==> config.mk <==
export PLATFORM = sky130hd
export DESIGN_NAME = rle_playback_ctrl
export DESIGN_NICKNAME = d
export VERILOG_FILES = /design/src/rtl/rle_playback_ctrl.sv
export SDC_FILE = /design/constraint.sdc
export NUM_CORES = 1
export LEC_CHECK = 0
export CAP_MARGIN = 20
export CORE_AREA = 2 2 83 85
export CTS_CLUSTER_DIAMETER = 30
export DETAILED_ROUTE_END_ITERATION = 12
export DIE_AREA = 0 0 85 87
export PLACE_DENSITY = 0.7
export SLEW_MARGIN = 20
export SYNTH_ARGS = -nofsm -noshare
export SYNTH_HDL_FRONTEND = slang
export SYNTH_SLANG_ARGS = --single-unit
==> constraint.sdc <==
create_clock -name clk -period 4 [get_ports clk]
set_clock_uncertainty 0.1 [all_clocks]
set_input_delay 0.6 -clock clk [delete_from_list [all_inputs] [get_ports clk]]
set_output_delay 0.6 -clock clk [all_outputs]
set_load 0.02 [all_outputs]
==> src/rtl/rle_playback_ctrl.sv <==
// rle_playback_ctrl
// Expands (run, colour) tokens from the RLE decoder front end onto the VGA raster.
// Holds one run in play plus a one-deep look-ahead token so that back-to-back
// single-pixel tokens play without gaps. Watches vsync for frame alignment and
// requests a stream restart after an underflow or a mid-run vsync.
module rle_playback_ctrl #(
  parameter int unsigned RUN_BITS    = 10,
  parameter int unsigned COLOUR_BITS = 6,
  parameter int unsigned FRAME_BITS  = 16
) (
  input  logic                   clk,
  input  logic                   reset,
  input  logic                   blank,
  input  logic                   vsync_pulse,
  input  logic                   token_valid,
  input  logic [RUN_BITS-1:0]    token_run,
  input  logic [COLOUR_BITS-1:0] token_colour,
  output logic                   token_ready,
  output logic [COLOUR_BITS-1:0] colour,
  output logic                   fetch_start,
  output logic                   err_underflow,
  output logic                   err_desync,
  output logic [FRAME_BITS-1:0]  frame_count
);

  // cur_left needs one extra bit: a run of 2^RUN_BITS pixels is representable
  localparam int unsigned LeftBits = RUN_BITS + 1;

  typedef enum logic [1:0] {
    StIdle,
    StPlay,
    StHalt
  } state_e;

  state_e                 r_state;

  // Run currently on screen; r_cur_left == 0 means no run loaded
  logic [COLOUR_BITS-1:0] r_cur_colour;
  logic [LeftBits-1:0]    r_cur_left;

  // Look-ahead token
  logic                   r_nxt_valid;
  logic [RUN_BITS-1:0]    r_nxt_run;
  logic [COLOUR_BITS-1:0] r_nxt_colour;

  logic [COLOUR_BITS-1:0] r_colour;
  logic                   r_fetch_start;
  logic                   r_err_underflow;
  logic                   r_err_desync;
  logic [FRAME_BITS-1:0]  r_frame_count;

  logic                   w_pixel;
  logic                   w_play;
  logic                   w_cur_empty;
  logic                   w_cur_last;
  logic                   w_promote;
  logic                   w_accept;
  logic [LeftBits-1:0]    w_nxt_len;

  // vsync on an unblanked cycle is still treated as a non-displayed pixel
  assign w_pixel     = !blank && !vsync_pulse;
  assign w_play      = (r_state == StPlay);
  assign w_cur_empty = (r_cur_left == '0);
  assign w_cur_last  = (r_cur_left == LeftBits'(1));
  assign w_nxt_len   = {1'b0, r_nxt_run} + LeftBits'(1);

  // Look-ahead moves into the current run when the run is empty or ends on this pixel
  assign w_promote   = w_play && r_nxt_valid && (w_cur_empty || (w_pixel && w_cur_last));

  // Look-ahead slot is free if empty or being vacated this cycle; frozen during vsync
  assign token_ready = w_play && !vsync_pulse && (!r_nxt_valid || w_promote);
  assign w_accept    = token_valid && token_ready;

  assign colour        = r_colour;
  assign fetch_start   = r_fetch_start;
  assign err_underflow = r_err_underflow;
  assign err_desync    = r_err_desync;
  assign frame_count   = r_frame_count;

  // Playback FSM: run/look-ahead storage, pixel output, restart and error supervision
  always_ff @(posedge clk or posedge reset) begin
    if (reset) begin
      r_state         <= StIdle;
      r_cur_colour    <= '0;
      r_cur_left      <= '0;
      r_nxt_valid     <= 1'b0;
      r_nxt_run       <= '0;
      r_nxt_colour    <= '0;
      r_colour        <= '0;
      r_fetch_start   <= 1'b0;
      r_err_underflow <= 1'b0;
      r_err_desync    <= 1'b0;
      r_frame_count   <= '0;
    end else begin
      r_fetch_start <= 1'b0;
      r_colour      <= '0;
      unique case (r_state)
        StIdle, StHalt: begin
          if (vsync_pulse) begin
            r_state       <= StPlay;
            r_fetch_start <= 1'b1;
            r_cur_left    <= '0;
            r_nxt_valid   <= 1'b0;
          end
        end
        StPlay: begin
          if (vsync_pulse) begin
            if (w_cur_empty) begin
              // Clean frame boundary; the look-ahead survives into the new frame
              r_frame_count <= r_frame_count + FRAME_BITS'(1);
              if (w_promote) begin
                r_cur_colour <= r_nxt_colour;
                r_cur_left   <= w_nxt_len;
                r_nxt_valid  <= 1'b0;
              end
            end else begin
              // Stream and raster disagree: drop everything and restart the source
              r_err_desync  <= 1'b1;
              r_cur_left    <= '0;
              r_nxt_valid   <= 1'b0;
              r_fetch_start <= 1'b1;
            end
          end else begin
            if (w_accept) begin
              r_nxt_valid  <= 1'b1;
              r_nxt_run    <= token_run;
              r_nxt_colour <= token_colour;
            end else if (w_promote) begin
              r_nxt_valid <= 1'b0;
            end

            if (w_promote) begin
              r_cur_colour <= r_nxt_colour;
              r_cur_left   <= w_nxt_len;
            end

            if (w_pixel) begin
              if (!w_cur_empty) begin
                r_colour <= r_cur_colour;
                if (!w_cur_last) begin
                  r_cur_left <= r_cur_left - LeftBits'(1);
                end else if (!w_promote) begin
                  r_cur_left <= '0;
                end
              end else if (!r_nxt_valid) begin
                r_err_underflow <= 1'b1;
                r_state         <= StHalt;
              end
              // Empty run with a freshly arrived look-ahead: pixel shows 0 while it loads
            end
          end
        end
        default: r_state <= StIdle;
      endcase
    end
  end

endmodule
==> out/results.ini <==
[run_status]
status = finished, final reports clean

[power_and_ir_drop]
power_density_mw_per_mm2 = 763
p_seq_share_pct = 34.3
comb_power_share_pct = 45.4
swShare_pct = 40.5
p_int_mw = 1.77
power.switching_mw = 1.20
p_leak_nw = 1.72
power_mw = 2.97
peakVddDrop_mv = 0.445
clkPwrFrac_pct = 20.2

[clock_tree]
cts_resized = 0
post_cts_buffers = 0
clk_pin_slew_ns = 0.06
clk_latency_ns = 0.34
cts_made_buffers = 9
clock_sinks = 61
root_buffer = clkbuf_8
clk_path_buf_depth = 2
cts_max_level = 3
cts_tree = done
hold_buffers = 0

[worst_setup_path]
end_kind = primary output
cp-start-kind = register
max_stage_delay_ns = 0.63
required_ns = 3.30
crit_type = register to primary output
path_cells = nor3_1 -> o2111ai_1 -> or2_2 -> a21oi_1 -> clkdlybuf4s50_1
critPathSlowestCell = clkdlybuf4s50_1
worst-path-buf-inv = 1
critPathTopFamily = simple AND/OR/NAND/NOR gates
worstPathArrival_ns = 2.94
cp_max_fo = 8
crit_cells = 5
r2r_cells = 5

[timing]
max_freq_mhz = 275
period_needed_ns = 3.64
setup_viol = 0
rsz0062_at_grt = false
slew_headroom_pct = 48.6
drv_slew = 0
finalHoldViolations = 0
tightest_slew_ns = 0.766
finalSetupTns_ns = 0
timing.final.crit_share_pct = 90.9

[grt]
grt_pass1_vias = 2374
antenna_found_initial = 0
grt_max_degree = 38
overflow = 0
grt_usage_pct = 19.6
grt_pass1_wl_um = 11400

[drt]
drc = 0
wire_per_inst_um = 15.2
wirelength_um = 6720
drt_iter0_markers = 268
drtAntennaViolNets = 0
routed_via_density = 5.79
vias = 2566
dr.pass1.iters = 5

[cells_and_area]
nFillCells = 581
area_growth_pct = 24.5
multi_input_area_mm2 = 0.00154
final_common_cell = dfrtp_1
seq_area_mm2 = 0.00153
antenna_cells = 0
drive_gt1_share_pct = 13.5
mostFrequentLayoutCells = dfrtp_1 (61), clkdlybuf4s50_1 (46), nand2_1 (39)
fin_nets = 385

[yosys]
avgSynthCellArea_um2 = 10.2
ys.warnings.count = 0
synthCells = 306
syn_area_mm2 = 0.00313
synth_edf_count = 0
synthArstFlopShare_pct = 100
synth_ff_type = dfrtp_1
synth_cell_types = 50
ys_seq_elements = 61
syn_nets = 332
ys_seq_area_share_pct = 48.8

[floorplan]
dieWidth_um = 85
core-area_mm2 = 0.00657
ios = 47
start_util_pct = 47.6
dieArea_mm2 = 0.00740
rows = 30
die_height_um = 87

[placed_design]
numPortBuffers = 46
gp_congestion = 0.905
hpwl_um = 4890

[min_path]
hold_depth = 2
hold_class = register to register

[run]
maxCapViolations = 0

[tightest hold or removal path, stage by stage (launching register included)]
cell	delay [ns]
dfrtp_1	0.33
nand2_1	0.05
nand2_1	0.05
[stage by stage]
stage               worst slack (ns)  cell area, um^2  hold WS (ns)  util (%)  std cells
floorplan                       1.28             3130         0.330         -        306
global placement               0.487             3680         0.345      56.0        428
detailed placement             0.416             3680         0.348      56.0        428
CTS                            0.408             3890         0.363      59.2        443
global route                   0.151             3890         0.391      59.2        443
finish                         0.365             3890         0.362      59.2        443
[path summary, 6_finish.rpt]
kind | slack [ns] | endpoint | from
setup / recovery | 0.36 | token_ready | r_cur_left[8]$_DFFE_PP0P_
hold / removal | 0.36 | r_cur_colour[0]$_DFFE_PP0P_ | r_cur_colour[0]$_DFFE_PP0P_
setup reg to reg | 1.34 | r_nxt_run[4]$_DFFE_PP0P_ | r_cur_left[8]$_DFFE_PP0P_
hold reg to reg | 0.36 | r_cur_colour[0]$_DFFE_PP0P_ | r_cur_colour[0]$_DFFE_PP0P_
max in group asynchronous | 2.39 | r_cur_left[7]$_DFFE_PP0P_ | reset
min in group asynchronous | 0.61 | frame_count[7]$_DFFE_PP0P_ | reset
[power groups by stage]
stage	Combinational, mW	Clock (mW)	Sequential [mW]
after floorplan	0.943	0	1.02
after global placement	1.31	0	1.02
after detailed placement	1.33	0	1.03
after CTS	1.34	0.609	1.02
after global routing	1.48	0.642	1.05
final	1.35	0.600	1.02
[per-layer routing]
layer  track usage [%]  wire length, um  vias up
met5                 0                0        -
met4              8.23              102        0
met3              4.36              498       10
met2              29.2             2990      110
met1              27.7             3130     1233
li1                  -                -     1213
[cells in the mapped netlist, types with 2 or more instances]
master	n	area share (%)
a21o_1	5	1.2
a221oi_1	3	0.84
inv_1	6	0.72
and3_1	12	2.4
or3_1	2	0.40
xor2_1	6	1.7
nor4_4	2	1.4
nor2_1	17	2.0
clkbuf_1	5	0.60
nand2b_1	7	1.4
o21ai_0	9	1.4
nand2_1	39	4.7
or2_2	2	0.40
nand3_1	12	1.9
dfrtp_1	61	49
a221o_1	3	0.96
nand4_1	10	2.0
buf_2	2	0.32
and4_1	3	0.84
a211o_1	2	0.56
nor3_1	9	1.4
ha_1	5	2.0
nor2b_1	2	0.40
mux2_2	17	6.1
xnor2_1	17	4.8
nor2_2	2	0.40
nor4_1	4	0.80
o211ai_1	2	0.48
a31o_2	2	0.56
a21oi_1	18	2.9
[layout make-up]
class | instances | area share, %
well taps | 80 | 2.57
repair buffers | 50 | 12.6
flip-flops and latches | 61 | 39.2
clock inverters | 4 | 1.87
multi-input cells | 231 | 39.5
inverters | 6 | 0.579
clock buffers | 11 | 3.63
[state kept, by name (all words and copies together), names as in the netlist]
signal and cells:
frame_count 16, r_cur_left 11, r_nxt_run 10, colour 6, r_cur_colour 6, r_nxt_colour 6, r_state 2, err_desync 1
err_underflow 1, fetch_start 1, r_nxt_valid 1
[cell families (layout without fill, tap and decap cells)]
| group | count (synthesis) | after routing | share of synthesized area [%] |
|---|---|---|---|
| buffers and inverters | 14 | 71 | 2.00 |
| adders and majority gates | 5 | 5 | 2.00 |
| and+or+nand+nor | 131 | 131 | 22.8 |
| AOI/OAI and AO/OA | 55 | 55 | 11.8 |
| DFF | 61 | 61 | 48.8 |
| xor gates and xnor gates | 23 | 23 | 6.45 |
| muxes | 17 | 17 | 6.12 |
No activity file was read; power rests on OpenSTA's default activity.
